<file path="src/rtl/fifo_pkg.sv">
`default_nettype none
// ---------------------------------------------------------------------------
// fifo_pkg -- shared constants and helpers for the sync_fifo primitive family
// Revision: 1.0
// ---------------------------------------------------------------------------
package fifo_pkg;

  localparam int FIFO_MODE_STD  = 0;
  localparam int FIFO_MODE_FWFT = 1;

  localparam string MEM_TYPE_BLOCK = "block";
  localparam string MEM_TYPE_DIST  = "distributed";

  function automatic int fifo_clog2(input int value);
    int r;
    r = 0;
    for (int v = value - 1; v > 0; v = v >> 1) begin
      r = r + 1;
    end
    return r;
  endfunction

endpackage
`default_nettype wire

</file>
<file path="src/rtl/fifo_ram.sv">
`default_nettype none
// ---------------------------------------------------------------------------
// fifo_ram -- simple dual-port storage, one write port, registered read port
// Revision: 1.0
// ---------------------------------------------------------------------------
module fifo_ram
  import fifo_pkg::*;
#(
  parameter int    DATA_WIDTH = 32,
  parameter int    ADDR_WIDTH = 4,
  parameter string MEM_TYPE   = MEM_TYPE_BLOCK
) (
  input  logic                  clk,
  input  logic                  rst,
  input  logic                  we_i,
  input  logic [ADDR_WIDTH-1:0] waddr_i,
  input  logic [DATA_WIDTH-1:0] wdata_i,
  input  logic                  re_i,
  input  logic [ADDR_WIDTH-1:0] raddr_i,
  output logic [DATA_WIDTH-1:0] rdata_o
);

  localparam int DEPTH = 1 << ADDR_WIDTH;

  logic [DATA_WIDTH-1:0] w_mem_rd;
  logic [DATA_WIDTH-1:0] rdata_q;

  // The array itself is never reset; only the read register is.
  generate
    if (MEM_TYPE == MEM_TYPE_DIST) begin : g_dist
      (* ram_style = "distributed" *) logic [DATA_WIDTH-1:0] mem_q [DEPTH];
      always_ff @(posedge clk) begin
        if (we_i) mem_q[waddr_i] <= wdata_i;
      end
      assign w_mem_rd = mem_q[raddr_i];
    end else begin : g_block
      (* ram_style = "block" *) logic [DATA_WIDTH-1:0] mem_q [DEPTH];
      always_ff @(posedge clk) begin
        if (we_i) mem_q[waddr_i] <= wdata_i;
      end
      assign w_mem_rd = mem_q[raddr_i];
    end
  endgenerate

  always_ff @(posedge clk) begin
    if (rst)       rdata_q <= '0;
    else if (re_i) rdata_q <= w_mem_rd;
  end

  assign rdata_o = rdata_q;

endmodule
`default_nettype wire

</file>
<file path="src/rtl/sync_fifo.sv">
`default_nettype none
// ---------------------------------------------------------------------------
// sync_fifo -- single-clock pointer FIFO, standard or first-word-fall-through
// Revision: 1.0
// ---------------------------------------------------------------------------
module sync_fifo
  import fifo_pkg::*;
#(
  parameter int    DATA_WIDTH    = 32,
  parameter int    FIFO_DEPTH    = 16,
  parameter int    AFULL_THRESH  = FIFO_DEPTH - 2,
  parameter int    AEMPTY_THRESH = 2,
  parameter int    FWFT          = FIFO_MODE_STD,
  parameter string MEM_TYPE      = MEM_TYPE_BLOCK
) (
  input  logic                          clk,
  input  logic                          rst,
  input  logic                          wr_en,
  input  logic [DATA_WIDTH-1:0]         wr_data,
  output logic                          full,
  output logic                          almost_full,
  input  logic                          rd_en,
  output logic [DATA_WIDTH-1:0]         rd_data,
  output logic                          rd_valid,
  output logic                          empty,
  output logic                          almost_empty,
  output logic [$clog2(FIFO_DEPTH):0]   count,
  output logic                          overflow,
  output logic                          underflow
);

  localparam int AW = fifo_clog2(FIFO_DEPTH);
  localparam int CW = AW + 1;
  localparam logic [CW-1:0] c_depth  = CW'(FIFO_DEPTH);
  localparam logic [CW-1:0] c_afull  = CW'(AFULL_THRESH);
  localparam logic [CW-1:0] c_aempty = CW'(AEMPTY_THRESH);

  logic [CW-1:0] wptr_q, wptr_d, rptr_q, rptr_d;
  logic [CW-1:0] count_q, count_d;
  logic          full_q, empty_q, afull_q, aempty_q;
  logic          rd_valid_q, rd_valid_d;
  logic          overflow_q, underflow_q;
  logic          w_wr_acc, w_rd_acc, w_ram_re, w_empty_d;

  assign w_wr_acc = wr_en && !full_q;

  // In FWFT the output register is a pipeline stage: memory is fetched
  // whenever it holds data and the output slot is free or being popped.
  generate
    if (FWFT == FIFO_MODE_FWFT) begin : g_fwft
      logic w_mem_empty;
      assign w_mem_empty = (wptr_q == rptr_q);
      assign w_rd_acc    = rd_en && rd_valid_q;
      assign w_ram_re    = !w_mem_empty && (!rd_valid_q || rd_en);
      assign rd_valid_d  = w_ram_re || (rd_valid_q && !rd_en);
      assign w_empty_d   = !rd_valid_d;
    end else begin : g_std
      assign w_rd_acc    = rd_en && !empty_q;
      assign w_ram_re    = w_rd_acc;
      assign rd_valid_d  = w_rd_acc;
      assign w_empty_d   = (count_d == '0);
    end
  endgenerate

  assign wptr_d  = wptr_q + CW'(w_wr_acc);
  assign rptr_d  = rptr_q + CW'(w_ram_re);
  assign count_d = count_q + CW'(w_wr_acc) - CW'(w_rd_acc);

  always_ff @(posedge clk) begin
    if (rst) begin
      wptr_q      <= '0;
      rptr_q      <= '0;
      count_q     <= '0;
      full_q      <= 1'b0;
      empty_q     <= 1'b1;
      afull_q     <= 1'b0;
      aempty_q    <= 1'b1;
      rd_valid_q  <= 1'b0;
      overflow_q  <= 1'b0;
      underflow_q <= 1'b0;
    end else begin
      wptr_q      <= wptr_d;
      rptr_q      <= rptr_d;
      count_q     <= count_d;
      full_q      <= (count_d == c_depth);
      empty_q     <= w_empty_d;
      afull_q     <= (count_d >= c_afull);
      aempty_q    <= (count_d <= c_aempty);
      rd_valid_q  <= rd_valid_d;
      overflow_q  <= wr_en && full_q;
      underflow_q <= rd_en && empty_q;
    end
  end

  fifo_ram #(
    .DATA_WIDTH (DATA_WIDTH),
    .ADDR_WIDTH (AW),
    .MEM_TYPE   (MEM_TYPE)
  ) u_ram (
    .clk     (clk),
    .rst     (rst),
    .we_i    (w_wr_acc),
    .waddr_i (wptr_q[AW-1:0]),
    .wdata_i (wr_data),
    .re_i    (w_ram_re),
    .raddr_i (rptr_q[AW-1:0]),
    .rdata_o (rd_data)
  );

  assign full         = full_q;
  assign almost_full  = afull_q;
  assign empty        = empty_q;
  assign almost_empty = aempty_q;
  assign rd_valid     = rd_valid_q;
  assign count        = count_q;
  assign overflow     = overflow_q;
  assign underflow    = underflow_q;

endmodule
`default_nettype wire

</file>
<file path="config.mk">
export PLATFORM = sky130hd
export DESIGN_NAME = sync_fifo
export DESIGN_NICKNAME = d
export VERILOG_FILES = /design/src/rtl/fifo_pkg.sv /design/src/rtl/fifo_ram.sv /design/src/rtl/sync_fifo.sv
export SDC_FILE = /design/constraint.sdc
export NUM_CORES = 1
export LEC_CHECK = 0
export CAP_MARGIN = 40
export CORE_ASPECT_RATIO = 0.75
export CORE_UTILIZATION = 55
export CTS_CLUSTER_SIZE = 30
export DETAILED_ROUTE_END_ITERATION = 8
export HOLD_SLACK_MARGIN = 0.12
export PLACE_DENSITY = 0.87
export SYNTH_ARGS = -nofsm -noshare
export SYNTH_HDL_FRONTEND = slang
export SYNTH_HIERARCHICAL = 1
export SYNTH_SLANG_ARGS = --single-unit
export TNS_END_PERCENT = 30
</file>
<file path="constraint.sdc">
create_clock -name clk -period 4.2 [get_ports clk]
set_input_delay 0.63 -clock clk [delete_from_list [all_inputs] [get_ports clk]]
set_output_delay 0.63 -clock clk [all_outputs]
set_load 0.01 [all_outputs]
</file>
==> metrics <==
outcome=complete, no violations; Post-Layout Inst Area=24910 um2; Fillers=2512; reg2reg end=u_ram/g_block.mem_q[15][24]; Rows=62; Tot Pwr=12.47 mW; Area contributors post-synth=edfxtp_1, mux2i_1, dfxtp_1; Syn Nets=1347; number of synthesized register bits=564; post-synthesis cell type count=36; post-synthesis mux area share=11.76%; Core Region=38630 um2; sequential area share after synthesis=75.34%; Placed Area=23220 um2; Clock Pin Slew Worst Setup and Hold Paths=0.06 ns; Die H=174.4 um; final net count=1449; Startpoint Class=input pin; Port-buffer cells=79; period utilisation layout=67.54%; Post-Syn Area per Cell=16.72 um2; starting density of the core=56.40%; setup violators final=0; Leak=7.754 nW; Synth top area share=70.56%; initial antenna violation count=0; Post-synth ARST share=0%; largest area contributor in the netlist=edfxtp_1; Final Hold Viols=0; Synth Instances=1303; main flop type after synthesis=edfxtp_1; Synth Area in Adders=0.4939%; Max stage delay cell, worst path=nor2_4; Fmax=352.5 MHz; DR pass1 iterations=5; post-cts sizing count=0; FF-to-FF path depth=4; Synth top cells by count=edfxtp_1, mux2i_1, nand2_1; WL final=48.87 mm; CP cell instances=clkdlybuf4s50_1, nor2b_1, nand3_1, nor2_4, buf_4; Slew headroom=35.54%; pwr dens=500.7 nW/um2; r2r startpoint=full; share of cells above drive strength 1=10.51%; largest net degree at the start of global routing=62; Overall Global Routing Usage=24.57%; Simple-Gate Fraction of Synth Area=5.415%; n_diodes=0; first-pass GRT wire length=73.94 mm; Setup CP Type=in2reg; most numerous cell in the Yosys netlist=edfxtp_1; IO Pins=80; Post-Route Utilization=64.47%; Max Cap Viol=0; RSZ-0062 raised after global routing=no; FF-to-FF setup slack=1.57 ns; Via density=6.192; Logic pwr share=10.2%; vias in the first global route=12418; Hold WS=0.4571 ns; CP startpoint=wr_en; required time of the critical path=4.46 ns; Worst Tran Pin Value=0.9648 ns; slowest stage delay, CP=0.83 ns; setup TNS=0 ns; TritonCTS Buffers=50; Die W=231.8 um; number of synthesized flops with an enable pin=512; Synth Area in XOR/XNOR=0.3216%; hold buffers post-CTS=0; crit path to=u_ram/g_block.mem_q[15][24]; Worst setup EP type=register; CTS tree=done; Ys Warns=6; dpl hpwl=27.03 mm; post-route minimum period=2.837 ns; clk_skew=0.02534 ns; internal power=9.551 mW; global route overflow=0; drt initial violations=1414; largest family of logic cells by synthesized area=multiplexers; Hold Path Class=reg2reg; switching power total=2.920 mW; Area growth, synth to finish=14.31%; clock network power share=37.6%; Pins Over Slew Limit=0; Vias=12123; CP Max Fanout=17; H-tree depth=2; antenna violation net count after detailed routing=0; CTS max path bufs=3; routability cong.=0.7912; Peak VDD IR=0.0003777 V; post-synthesis compound-gate area fraction=4.031%; drc violations=0; buffers inserted by post-CTS timing repair=0; sequential power share=52.2%; TritonCTS Sinks=564; crit path DAT=3.10 ns; Clk Latency, worst-skew pair=0.58 ns; Root Driver=clkbuf_16; post-DR wirelength/cell=24.96 um; post-synth design cell area=21790 um2; Die Area=40420 um2; Sw Ratio=23.41%
-- cells by family (layout without fill, tap and decap cells) --
| family | Yosys count | in the layout |
|---|---|---|
| DFF | 564 | 564 |
| xor gates and xnor gates | 8 | 8 |
| muxes | 256 | 256 |
| buffers and inverters | 76 | 219 |
| adders and majority gates | 8 | 8 |
| and+or+nand+nor | 257 | 257 |
| AOI/OAI and AO/OA | 134 | 134 |
-- routing by layer --
metal / share of wire, % / GRT usage (%) / wire (um)
met1: 39 / 33.65 / 19280
met2: 48 / 39.54 / 23540
met3: 9.9 / 5.102 / 4819
met4: 2.5 / 7.977 / 1230
met5: 0 / 0 / 0
-- critical path, delay by kind of cell --
family / cells / cell delay (ns)
buf+inv: 2 / 0.79
simple gates: 3 / 1.68
-- cells in the final DEF, fill, tap and decap left out, drive strengths merged, types with 8 or more instances in the layout --
cell type,count
a21oi,68
clkbuf,59
clkdlybuf4s50,79
buf,39
edfxtp,512
dfxtp,52
nor2,26
a22oi,64
nand3,99
nand2,100
nor2b,8
mux2i,256
inv,10
clkinv,22
-- through the flow --
step | worst slack (ns) | std cells
after floorplan | 0.09131 | 1303
after global placement | 0.9062 | 1863
after detailed placement | 0.8445 | 1865
after CTS | 1.438 | 1958
after global routing | 1.254 | 1958
final | 1.363 | 1958
-- worst min-delay path by stage --
stage	start	end	cells after the start
after global routing	u_ram/rdata_o[30]	u_ram/rdata_o[30]	2
final	u_ram/rdata_o[20]	u_ram/rdata_o[20]	2
after floorplan	u_ram/rdata_o[0]	u_ram/rdata_o[0]	2
after global placement	u_ram/rdata_o[21]	u_ram/rdata_o[21]	2
after detailed placement	u_ram/rdata_o[20]	u_ram/rdata_o[20]	2
after CTS	u_ram/rdata_o[20]	u_ram/rdata_o[20]	2
-- layout make-up --
cell class	instances	area (um2)	share of cell area, %
repair buffers	118	1191	4.782
clock buffers	59	1325	5.320
inverters	8	30.03	0.1206
well taps	512	640.6	2.572
multi-input cells	663	4937	19.82
clock inverters	34	362.8	1.457
flip-flops and latches	564	16420	65.92
-- power groups by stage --
stage | Sequential, mW | Clock (mW) | Combinational (mW)
after floorplan | 6.63 | 0 | 0.626
after global routing | 6.52 | 4.97 | 1.37
final | 6.51 | 4.69 | 1.27
after detailed placement | 6.62 | 0 | 1.23
after global placement | 6.61 | 0 | 1.16
after CTS | 6.51 | 4.75 | 1.25
-- sequential cells by signal (all words and copies together), names as in the netlist --
name	cells
almost_empty	1
rptr_q	4
almost_full	1
full	1
rd_valid	1
overflow	1
wptr_q	4
empty	1
underflow	1
u_ram/g_block.mem_q	512
count	5
u_ram/rdata_o	32
Power figures use the tool's default switching activity.
